File: config.mk
export PLATFORM = sky130hd
export DESIGN_NAME = if_id_stage
export DESIGN_NICKNAME = d
export VERILOG_FILES = /design/src/rtl/if_id_stage.sv
export SDC_FILE = /design/constraint.sdc
export NUM_CORES = 1
export LEC_CHECK = 0
export ABC_AREA = 1
export CORE_UTILIZATION = 50
export DETAILED_ROUTE_END_ITERATION = 8
export GPL_TIMING_DRIVEN = 1
export PLACE_DENSITY = 0.93
export SYNTH_ARGS = -nofsm -noshare
export SYNTH_HDL_FRONTEND = slang
export SYNTH_SLANG_ARGS = --single-unit
File: constraint.sdc
create_clock -name clk -period 2 [get_ports clk]
set_clock_uncertainty 0.15 [all_clocks]
set_input_delay 0.4 -clock clk [delete_from_list [all_inputs] [get_ports clk]]
set_output_delay 0.4 -clock clk [all_outputs]
set_load 0.05 [all_outputs]
File: src/rtl/if_id_stage.sv
// IF->ID pipeline register with a two-entry skid buffer and opcode pre-decode.
// The head entry drives decode outputs; the skid entry absorbs the cycle of ready latency.
module if_id_stage #(
    parameter int unsigned XLEN     = 32,
    parameter logic [31:0] NOP_INST = 32'h0000_0013
) (
    input  logic            clk,
    input  logic            rst_n,
    input  logic            flush,
    input  logic            if_valid,
    output logic            if_ready,
    input  logic [XLEN-1:0] if_pc,
    input  logic [31:0]     if_inst,
    output logic            id_valid,
    input  logic            id_ready,
    output logic [XLEN-1:0] id_pc,
    output logic [31:0]     id_inst,
    output logic [24:0]     id_inst_imm,
    output logic [2:0]      id_imm_sel,
    output logic [4:0]      id_rs1,
    output logic [4:0]      id_rs2,
    output logic [4:0]      id_rd,
    output logic            id_illegal
);

    localparam logic [2:0] IMM_I = 3'b000;
    localparam logic [2:0] IMM_B = 3'b001;
    localparam logic [2:0] IMM_U = 3'b010;
    localparam logic [2:0] IMM_J = 3'b011;
    localparam logic [2:0] IMM_S = 3'b100;

    typedef enum logic [1:0] {
        S_EMPTY = 2'd0,
        S_ONE   = 2'd1,
        S_TWO   = 2'd2
    } state_t;

    state_t            r_state;
    logic              r_if_ready;
    logic [XLEN-1:0]   r_head_pc;
    logic [31:0]       r_head_inst;
    logic [XLEN-1:0]   r_skid_pc;
    logic [31:0]       r_skid_inst;

    logic              w_acc;
    logic              w_pop;
    logic              w_valid;
    logic [31:0]       w_inst;
    logic [6:0]        w_opcode;

    assign w_valid = (r_state != S_EMPTY);
    assign w_acc   = if_valid & r_if_ready;
    assign w_pop   = w_valid & id_ready;

    // Occupancy FSM; if_ready is registered as "next state is not full".
    always_ff @(posedge clk or negedge rst_n) begin
        if (!rst_n) begin
            r_state     <= S_EMPTY;
            r_if_ready  <= 1'b1;
            r_head_pc   <= '0;
            r_head_inst <= '0;
            r_skid_pc   <= '0;
            r_skid_inst <= '0;
        end else if (flush) begin
            r_state    <= S_EMPTY;
            r_if_ready <= 1'b1;
        end else begin
            case (r_state)
                S_EMPTY: begin
                    if (w_acc) begin
                        r_head_pc   <= if_pc;
                        r_head_inst <= if_inst;
                        r_state     <= S_ONE;
                    end
                    r_if_ready <= 1'b1;
                end
                S_ONE: begin
                    if (w_acc && !w_pop) begin
                        r_skid_pc   <= if_pc;
                        r_skid_inst <= if_inst;
                        r_state     <= S_TWO;
                        r_if_ready  <= 1'b0;
                    end else if (w_acc && w_pop) begin
                        r_head_pc   <= if_pc;
                        r_head_inst <= if_inst;
                        r_if_ready  <= 1'b1;
                    end else if (w_pop) begin
                        r_state    <= S_EMPTY;
                        r_if_ready <= 1'b1;
                    end else begin
                        r_if_ready <= 1'b1;
                    end
                end
                S_TWO: begin
                    // Ready is low in this state, so only a pop can happen.
                    if (w_pop) begin
                        r_head_pc   <= r_skid_pc;
                        r_head_inst <= r_skid_inst;
                        r_state     <= S_ONE;
                        r_if_ready  <= 1'b1;
                    end else begin
                        r_if_ready <= 1'b0;
                    end
                end
                default: begin
                    r_state    <= S_EMPTY;
                    r_if_ready <= 1'b1;
                end
            endcase
        end
    end

    assign w_inst   = w_valid ? r_head_inst : NOP_INST;
    assign w_opcode = w_inst[6:0];

    // Opcode pre-decode into immediate format; an empty stage decodes as a bubble.
    always_comb begin
        id_imm_sel = IMM_I;
        id_illegal = 1'b0;
        case (w_opcode)
            7'b0010011, 7'b0000011, 7'b1100111, 7'b1110011: id_imm_sel = IMM_I;
            7'b0100011:                                     id_imm_sel = IMM_S;
            7'b1100011:                                     id_imm_sel = IMM_B;
            7'b0110111, 7'b0010111:                         id_imm_sel = IMM_U;
            7'b1101111:                                     id_imm_sel = IMM_J;
            7'b0110011:                                     id_imm_sel = IMM_I;
            default:                                        id_illegal = 1'b1;
        endcase
    end

    assign if_ready    = r_if_ready;
    assign id_valid    = w_valid;
    assign id_pc       = w_valid ? r_head_pc : '0;
    assign id_inst     = w_inst;
    assign id_inst_imm = w_inst[31:7];
    assign id_rs1      = w_inst[19:15];
    assign id_rs2      = w_inst[24:20];
    assign id_rd       = w_inst[11:7];

endmodule

# After elaboration in Yosys (flattened, before gate mapping)

Index checks and enable logic that the tools add are counted.
Widths: inputs -> output; s select.

Register bits: 131
Bits in latches: 0
Bits in writable memories: 0
Bits in read-only memories: 0
Output and inout bits: 110
Logic and storage cells: 65
Memories kept: 0

$add $sub $neg: 0
Multiply operators: 0
Divide/modulo/power cells: 0
Order comparisons: 0
Eq/ne operators: 20
Shift-type cells: 0
Muxes and demuxes: 25
Bitwise logic cells: 3
Reductions and logical operators: 11

Operator list:

| operator           | number |
|---|---|
| $mux 32            | 10 |
| $pmux 32 s3        | 2 |
| $eq 7x7->1 const B | 4 |
| $eq 7x6->1 const B | 3 |
| $eq 7x5->1 const B | 2 |
| $mux 2             | 6 |
| $pmux 3 s4         | 1 |
| $reduce_or 10->1   | 1 |
| $ne 2x2->1 const B | 4 |
| $ne 4x4->1 const B | 2 |
| $eq 7x2->1 const B | 1 |
| $ne 3x3->1 const B | 2 |
| $pmux 2 s3         | 1 |
| $reduce_and 6->1   | 1 |
| $mux 1             | 4 |
| $reduce_and 4->1   | 1 |
| $reduce_and 3->1   | 1 |
| $reduce_bool 3->1  | 1 |
| $and 1x1->1        | 2 |
| $eq 2x1->1 const B | 1 |
| $eq 2x2->1 const B | 1 |
| $logic_and 1x1->1  | 2 |
| $logic_not 2->1    | 1 |
| $pmux 1 s2         | 1 |
| 4 further kinds    | 4 |

# Depth between registers and ports, before layout

Gate-level depths: netlist of the first run.

Word-level depth: 7
Depth in mapped cells: 12
Gate-level depth less buffers: 10

# Least setup slack after synthesis of the first run

OpenSTA, ideal clock, no wires.

Path kind: flip-flop to output port
Start point: register r_state[0]
End point: output port id_imm_sel[2]
Data arrival time: 2737 ps
Path slack: -1287 ps
Cell stages (with the launch flop): 7
Buffers on the path: 1
Cell sequence: dfrtp_1 > inv_1 > ha_1 > buf_6 > nor2_1 > nand2_1 > nor3_1

Word-level cells in the longest chain between the ends: 5
Elaborated cells on any way between the ends: 9

Ends and longest elaborated chain:

| what                                            | line | RTL |
|---|---|---|
| start, declared                                 | 38   | `state_t r_state;` |
| start signal, assigned                          | 58   | `r_state <= S_EMPTY;` |
| start signal, assigned                          | 65   | `r_state <= S_EMPTY;` |
| start signal, assigned                          | 73   | `r_state <= S_ONE;` |
| $reduce_bool 2->1 *                             | 51   | `assign w_valid = (r_state != S_EMPTY);` |
| $mux 32 *                                       | 113  | `assign w_inst = w_valid ? r_head_inst : NOP_INST;` |
| via id_inst[5]                                  | 17   | `output logic [31:0] id_inst,` |
| $eq 7x6->1 / $eq 7x5->1 (equally long branches) | 120  | `case (w_opcode)` |
| $reduce_or 2->1                                 | 120  |  |
| $pmux 3 s4 *                                    | 120  |  |
| end, declared                                   | 19   | `output logic [2:0] id_imm_sel,` |

Mark *: on every way through the listed nets, which the timed path passes. The rest lies on a longest branch.

# Worst setup path in the final report of the first run

Start point: register r_state[1]
End point: output port id_illegal

Word-level cells in the longest chain between the ends: 5
Elaborated cells on any way between the ends: 14

Ends and longest elaborated chain:

| what                               | line | RTL |
|---|---|---|
| $reduce_bool 2->1 *                | 51   |  |
| $mux 32 *                          | 113  |  |
| $eq 7x6->1 (tied with other cells) | 120  |  |
| $reduce_or 10->1 (no line) *       | -    |  |
| $mux 1 *                           | 120  |  |
| end, declared                      | 23   | `output logic id_illegal` |

Every way passes the cells marked *; elsewhere a longest branch is shown, timed or not.

==> out/metrics.csv, run 1 <==
stage,metric,value,unit
hold_path,worst hold path depth,2,
placement,area of placed instances,9350,sq um
power,leakage power,0.00560,uW
route,via/cell ratio,5.66,
hold_path,Worst Hold Class,reg -> reg,
timing,RSZ-0062 raised after global routing,yes,
global_route,global-route wire length before repair,29.9,mm
logic_synthesis,syn_area_per_cell,7.58,sq um
placement,DP Wirelength,12.3,mm
setup_path,Startpoint Class,flop,
timing,Final Hold Slack,323,ps
timing,final max-slew violation count,0,
clock_tree,CTS tree,built,
global_route,GRT Overall Usage,0.267,
cells_and_area,layout cells sized above 1,0.324,
placement,I/O Buffers,178,
cells_and_area,area taken by flip-flops and latches,3280,sq um
flow_run,# Max-Cap Violations,0,
global_route,number of global-route vias before repair,6288,
logic_synthesis,sequential fraction of the synthesis area,0.467,
setup_path,crit path max fanout,6,
cells_and_area,Finished Cell Area,11600,sq um
power,Overall Power,21500,uW
route,DR WL/cell,20.0,microns
logic_synthesis,Synth Register Bits,131,
global_route,largest net degree at the start of global routing,54,
clock_tree,TritonCTS Buffers,17,
timing,Max-Slew Margin vs Limit,0.628,
clock_tree,Skew-Pair Late Insertion Delay,420,ps
setup_path,Setup CP Type,reg -> out,
setup_path,crit path DAT,1990,ps
setup_path,Required @ worst endpoint,1450,ps
cells_and_area,fillers,639,
global_route,grt total ovfl,0,
timing,final worst-path cycle share,1.27,
route,Vias,7392,
floorplan,Core Area,13500,sq um
logic_synthesis,Syn. warnings,0,
cells_and_area,multi-input logic area,3310,sq um
route,DRC viols,0,
cells_and_area,Area growth syn-to-layout,64.9,%
route,Routed WL,26.1,mm
route,Initial DRT Pass Iterations,5,
route,DR iter-0 viols,806,
timing,Fmax,394,MHz
logic_synthesis,asr flop ratio synth,1.00,
floorplan,Std-Cell Rows,42,
floorplan,DIE HEIGHT,120,microns
run_status,failing checks,setup timing,
timing,Worst Tran Pin Value,557,ps
timing,setup tns final,-63940,ps
clock_tree,clock sink total,131,
logic_synthesis,Post-Syn Nets,998,
setup_path,endpoint class of the critical path,output pin,
floorplan,I/O pin total,179,
logic_synthesis,Cell variety after synth,25,
run_status,status,"finished, violations left",
cells_and_area,Ant. Diodes,0,
clock_tree,clock slew at reported path FFs,60,ps
power,Max IR drop VDD,0.00142,V
cells_and_area,Final #Nets,1189,
route,Routed Antenna Nets,0,
setup_path,r2r worst-path depth,12,
timing,count of final setup violators,235,
floorplan,starting density of the core,0.521,
floorplan,die area,14500,sq um
placement,placer congestion estimate,0.840,
global_route,initial antenna violation count,0,
clock_tree,CTS H-Tree Depth,4,
logic_synthesis,"Top FF cell, synth",dfrtp_1,
placement,Place WS,-127,ps
clock_tree,Max Root-Sink Buffers,2,
timing,setup ws final,-540,ps
logic_synthesis,mapped cell area,7020,sq um
clock_tree,CTS Root Cell,clkbuf_16,
floorplan,DIE WIDTH,120,microns
power,PwrDens,1860,nW/um^2
timing,Final Hold Viols,0,
timing,fin crit period,2540,ps
logic_synthesis,"EDFF count, synth",0,
logic_synthesis,Mapped Cells,925,
-- path summary, 6_finish.rpt --
path | startpoint | end | slack, ps
setup / recovery | r_state[1]$_DFFE_PN0P_ | id_illegal | -540
hold / removal | r_head_pc[29]$_DFFE_PN0P_ | r_head_pc[29]$_DFFE_PN0P_ | 320
setup reg to reg | r_state[1]$_DFFE_PN0P_ | r_skid_pc[23]$_DFFE_PN0P_ | -270
hold reg to reg | r_head_pc[29]$_DFFE_PN0P_ | r_head_pc[29]$_DFFE_PN0P_ | 320
max in group asynchronous | rst_n | r_head_pc[20]$_DFFE_PN0P_ | 720
min in group asynchronous | rst_n | r_head_inst[4]$_DFFE_PN0P_ | 380
-- critical path, stage by stage (launching register included) --
cell	delay, ps
dfrtp_1	390
inv_2	70
ha_4	190
buf_12	140
inv_16	70
buf_12	130
o21ai_0	120
nand2_2	140
nand2_8	70
nor2_4	80
buf_6	160
-- cells in the mapped netlist (2+ instances only) --
cell      instances  area, sq um
buf_6             6         67.6
buf_8             2         30.0
nor2_1           67          251
nand3_2          21          210
o21ai_0         121          606
nand2_4           3         33.8
buf_2            26          130
inv_1           135          507
dfrtp_1         130         3250
nand2_1         281         1050
ha_1              4         50.1
o21ai_1           9         45.0
buf_4            47          353
clkbuf_1         13         48.8
nand3_1          50          250
-- final cells by class --
type,count,area share
clock buffers,23,0.0422
inverters,136,0.0455
well taps,176,0.0190
clock inverters,9,0.0130
repair buffers,266,0.310
multi-input cells,564,0.287
flip-flops and latches,131,0.284
-- logic make-up after synthesis --
| group | share of synthesized area |
|---|---|
| compound gates | 0.0970 |
| fa+ha+maj | 0.00713 |
| buf+inv | 0.166 |
| flops | 0.467 |
| simple gates | 0.262 |
-- state kept, by name, summed over array words and instances (netlist names) --
register     cells
r_head_inst     32
r_skid_inst     32
r_state          2
if_ready         1
r_skid_pc       32
r_head_pc       32
-- per-layer routing --
layer,vias to the layer above,part of all wire,GRT usage
met5,-,0,0
met4,0,0.064,0.120
met3,148,0.079,0.0547
met2,533,0.53,0.480
met1,3523,0.33,0.304
li1,3188,-,-
-- per-stage QoR --
| step | util | cells |
|---|---|---|
| finish | 0.860 | 1305 |
| global route | 0.860 | 1305 |
| CTS | 0.753 | 1261 |
| detailed placement | 0.695 | 1225 |
| global placement | 0.695 | 1225 |
| floorplan | - | 925 |
-- repair_timing --
action	4_1_cts	5_1_grt
endpoints found under the hold margin	46	0
pin swaps	12	18
setup endpoints to repair	120	192
hold buffers	1	0
setup buffers	2	19
resized for setup	28	188
gates cloned	1	29
-- report_power, final --
part / switching (uW) / leakage, uW / internal, uW
Sequential: 883 / 0.00163 / 3980
Clock: 1170 / 0.000309 / 2210
Combinational: 8040 / 0.00367 / 5230
Total: 10100 / 0.00560 / 11400
-- placed cells by master, fill, tap and decap left out --
cell and instances:
nand3_2 22, bufinv_16 4, clkdlybuf4s50_1 67, nor2_2 2
buf_8 38, nand3_4 2, ha_1 1, nor3_4 1
buf_4 26, dlygate4sd3_1 1, buf_16 5, dfstp_2 1
inv_16 1, buf_6 77, inv_1 131, clkbuf_1 2
nand3_1 48, inv_2 4, o2111ai_1 1, o21ai_1 18
or2_2 1, nand2_1 259, nand2_4 6, nor2_4 65
dfrtp_1 130, nand2_2 15, clkbuf_16 36, clkbuf_8 4
clkinvlp_4 2, ha_4 3, o21ai_2 8, o21ai_0 104
nor2_8 1, clkinv_2 3, nand2_8 5, a21oi_1 1
buf_12 33, o21ai_4 1
Note: power is estimated with default switching activity, not from simulation.
==> run 2, diff against run 1 <==
--- a/config.mk
+++ b/config.mk
@@ -10,6 +10,7 @@
 export DETAILED_ROUTE_END_ITERATION = 8
 export GPL_TIMING_DRIVEN = 1
 export PLACE_DENSITY = 0.93
+export SLEW_MARGIN = 10
 export SYNTH_ARGS = -nofsm -noshare
 export SYNTH_HDL_FRONTEND = slang
 export SYNTH_SLANG_ARGS = --single-unit
==> constraint.sdc (replaced) <==
create_clock -name clk -period 2 [get_ports clk]
set_clock_uncertainty 0.15 [all_clocks]
set_input_delay 0.4 -clock clk [delete_from_list [all_inputs] [get_ports clk]]
set_output_delay 0.4 -clock clk [all_outputs]
set_load 0.005 [all_outputs]
==> out/metrics.csv, run 2 (synthesis results as in run 1) <==
stage,metric,value,unit,change
setup_path,"Slowest-stage cell, CP",dfrtp_1,,unchanged
cells_and_area,most frequent cells in the layout,"nand2_1, inv_1, dfrtp_1",,unchanged
route,via/cell ratio,5.55,,was 5.66
timing,setup ws final,-456,ps,was -540 ps
route,Routed Antenna Nets,0,,unchanged
route,DR iter-0 viols,709,,was 806
setup_path,crit-path cells,inv_2 > ha_4 > buf_12 > inv_8 > nand2_4 > nand2_4 > inv_2 > nand2_1 > nor3_2 > buf_2,,was inv_2 > ha_4 > buf_12 > inv_16 > buf_12 > o21ai_0 > nand2_2 > nand2_8 > nor2_4 > buf_6
global_route,GRT Overall Usage,0.312,,was 0.267
clock_tree,CTS Root Cell,clkbuf_16,,unchanged
clock_tree,CTS H-Tree Depth,4,,unchanged
power,Max IR drop VDD,0.000974,V,was 0.00142 V
clock_tree,Skew-Pair Late Insertion Delay,420,ps,about the same
cells_and_area,final cell count without fillers,1331,,was 1305
timing,RSZ-0062 raised after global routing,yes,,unchanged
clock_tree,Max Root-Sink Buffers,2,,unchanged
hold_path,Worst Hold Class,in -> async,,was reg -> reg
global_route,number of global-route vias before repair,7077,,was 6288
floorplan,starting density of the core,0.521,,unchanged
global_route,largest net degree at the start of global routing,69,,was 54
timing,final worst-path cycle share,1.23,,was 1.27
floorplan,I/O pin total,179,,unchanged
global_route,grt total ovfl,0,,unchanged
placement,placer congestion estimate,0.841,,was 0.840
cells_and_area,fillers,784,,was 639
timing,fin crit period,2460,ps,was 2540 ps
floorplan,DIE HEIGHT,120,microns,unchanged
cells_and_area,Ant. Diodes,0,,unchanged
route,Vias,7386,,was 7392
timing,Max-Slew Margin vs Limit,0.745,,was 0.628
flow_run,# Max-Cap Violations,0,,unchanged
timing,Final Hold Viols,0,,unchanged
global_route,global-route wire length before repair,34.6,mm,was 29.9 mm
power,leakage power,0.00560,uW,about the same
placement,Placed Cells,1220,,was 1225
setup_path,crit path max fanout,7,,was 6
global_route,initial antenna violation count,0,,unchanged
setup_path,WP buf/inv,5,,unchanged
setup_path,Setup CP Type,reg -> out,,unchanged
route,Routed WL,25.6,mm,was 26.1 mm
cells_and_area,layout cells sized above 1,0.346,,was 0.324
clock_tree,clock sink total,131,,unchanged
route,DR WL/cell,19.2,microns,was 20.0 microns
floorplan,Core Area,13500,sq um,unchanged
global_route,met1 Use GR,0.342,,was 0.304
setup_path,CP max stage delay,380,ps,was 390 ps
timing,Worst Tran Pin Value,382,ps,was 557 ps
global_route,GRT met3 Usage,0.0618,,was 0.0547
cells_and_area,Area growth syn-to-layout,55.7,%,was 64.9%
clock_tree,TritonCTS Buffers,17,,unchanged
placement,Place WS,-413,ps,was -127 ps
global_route,gr busiest metal,met2,,unchanged
cells_and_area,Final #Nets,1215,,was 1189
placement,I/O Buffers,178,,unchanged
setup_path,Startpoint Class,flop,,unchanged
route,Initial DRT Pass Iterations,6,,was 5
placement,DP Wirelength,11.6,mm,was 12.3 mm
timing,Fmax,407,MHz,was 394 MHz
route,DRC viols,0,,unchanged
setup_path,Required @ worst endpoint,1450,ps,about the same
floorplan,DIE WIDTH,120,microns,unchanged
clock_tree,clock slew at reported path FFs,50,ps,was 60 ps
timing,Final Hold Slack,306,ps,was 323 ps
run_status,status,"finished, violations left",,unchanged
timing,final max-slew violation count,0,,unchanged
floorplan,die area,14500,sq um,unchanged
power,PwrDens,1590,nW/um^2,was 1860 nW/um^2
cells_and_area,"commonest non-fill, non-tap cell in the layout",nand2_1,,unchanged
clock_tree,CTS tree,built,,unchanged
floorplan,Std-Cell Rows,42,,unchanged
run_status,failing checks,setup timing,,unchanged
timing,count of final setup violators,239,,was 235
global_route,grt met2 use,0.551,,was 0.480
setup_path,top cell family by delay on the critical path,buffers and inverters,,unchanged
setup_path,endpoint class of the critical path,output pin,,unchanged
setup_path,crit path DAT,1910,ps,was 1990 ps
run 2: final timing paths:
kind	from	to	slack [ps]	cells past startpoint
worst max register to register	r_state[1]$_DFFE_PN0P_	r_skid_pc[16]$_DFFE_PN0P_	-300	12
min in group clk	r_head_pc[9]$_DFFE_PN0P_	r_head_pc[9]$_DFFE_PN0P_	320	2
worst min-delay path	rst_n	r_skid_inst[26]$_DFFE_PN0P_	310	2
worst min register to register	r_head_pc[9]$_DFFE_PN0P_	r_head_pc[9]$_DFFE_PN0P_	320	2
max in group asynchronous	rst_n	if_ready$_DFF_PN1_	780	3
worst max-delay path	r_state[0]$_DFFE_PN0P_	id_imm_sel[2]	-460	10
run 2: worst reg2reg max path: stages (launching register included):
cell and delay [ps]:
dfrtp_1 380, inv_2 90, buf_4 110, buf_4 90, buf_4 90, ha_2 220
inv_1 80, nor2_2 170, nand3_4 130, buf_12 170, buf_4 150, buf_16 140
o21ai_0 210
run 2: cell type report:
class | instances | area, sq um | share of cell area
sequential | 131 | 3280 | 0.300
multi-input combinational | 564 | 3190 | 0.292
timing repair buffer | 292 | 3130 | 0.287
clock buffer | 29 | 541 | 0.0495
inverter | 136 | 518 | 0.0474
tap | 176 | 220 | 0.0202
clock inverter | 3 | 40.0 | 0.00367
run 2: stage by stage:
step	area [sq um]	setup TNS (ps)	total power, uW	util
5_1_grt	10900	-66850	18200	0.812
3_3_place_gp	8840	-20810	10500	0.657
3_5_place_dp	8840	-28000	10800	0.657
6_report	10900	-52600	17400	0.812
2_1_floorplan	7020	0	8190	-
4_1_cts	10300	-37050	15400	0.764
run 2: routing by layer:
| metal | wire length (microns) | vias up | part of all wire |
|---|---|---|---|
| li1 | - | 3232 | - |
| met1 | 8860 | 3501 | 0.35 |
| met2 | 13200 | 515 | 0.52 |
| met3 | 2100 | 138 | 0.082 |
| met4 | 1390 | 0 | 0.054 |
| met5 | 0 | - | 0 |
run 2: where the power goes:
group          total, uW  internal [uW]  leakage (uW)  switching [uW]
Sequential          4880           3980       0.00163             898
Clock               3070           1940      0.000288            1130
Combinational       9460           4560       0.00369            4910
run 2: timing repair:
action | 4_1_cts | 5_1_grt
resized for setup | 512 | 173
pin swaps | 35 | 28
setup buffers | 36 | 23
gates cloned | 12 | 14
endpoints found under the hold margin | 35 | 0
hold buffers | 1 | 0
setup endpoints to repair | 125 | 239
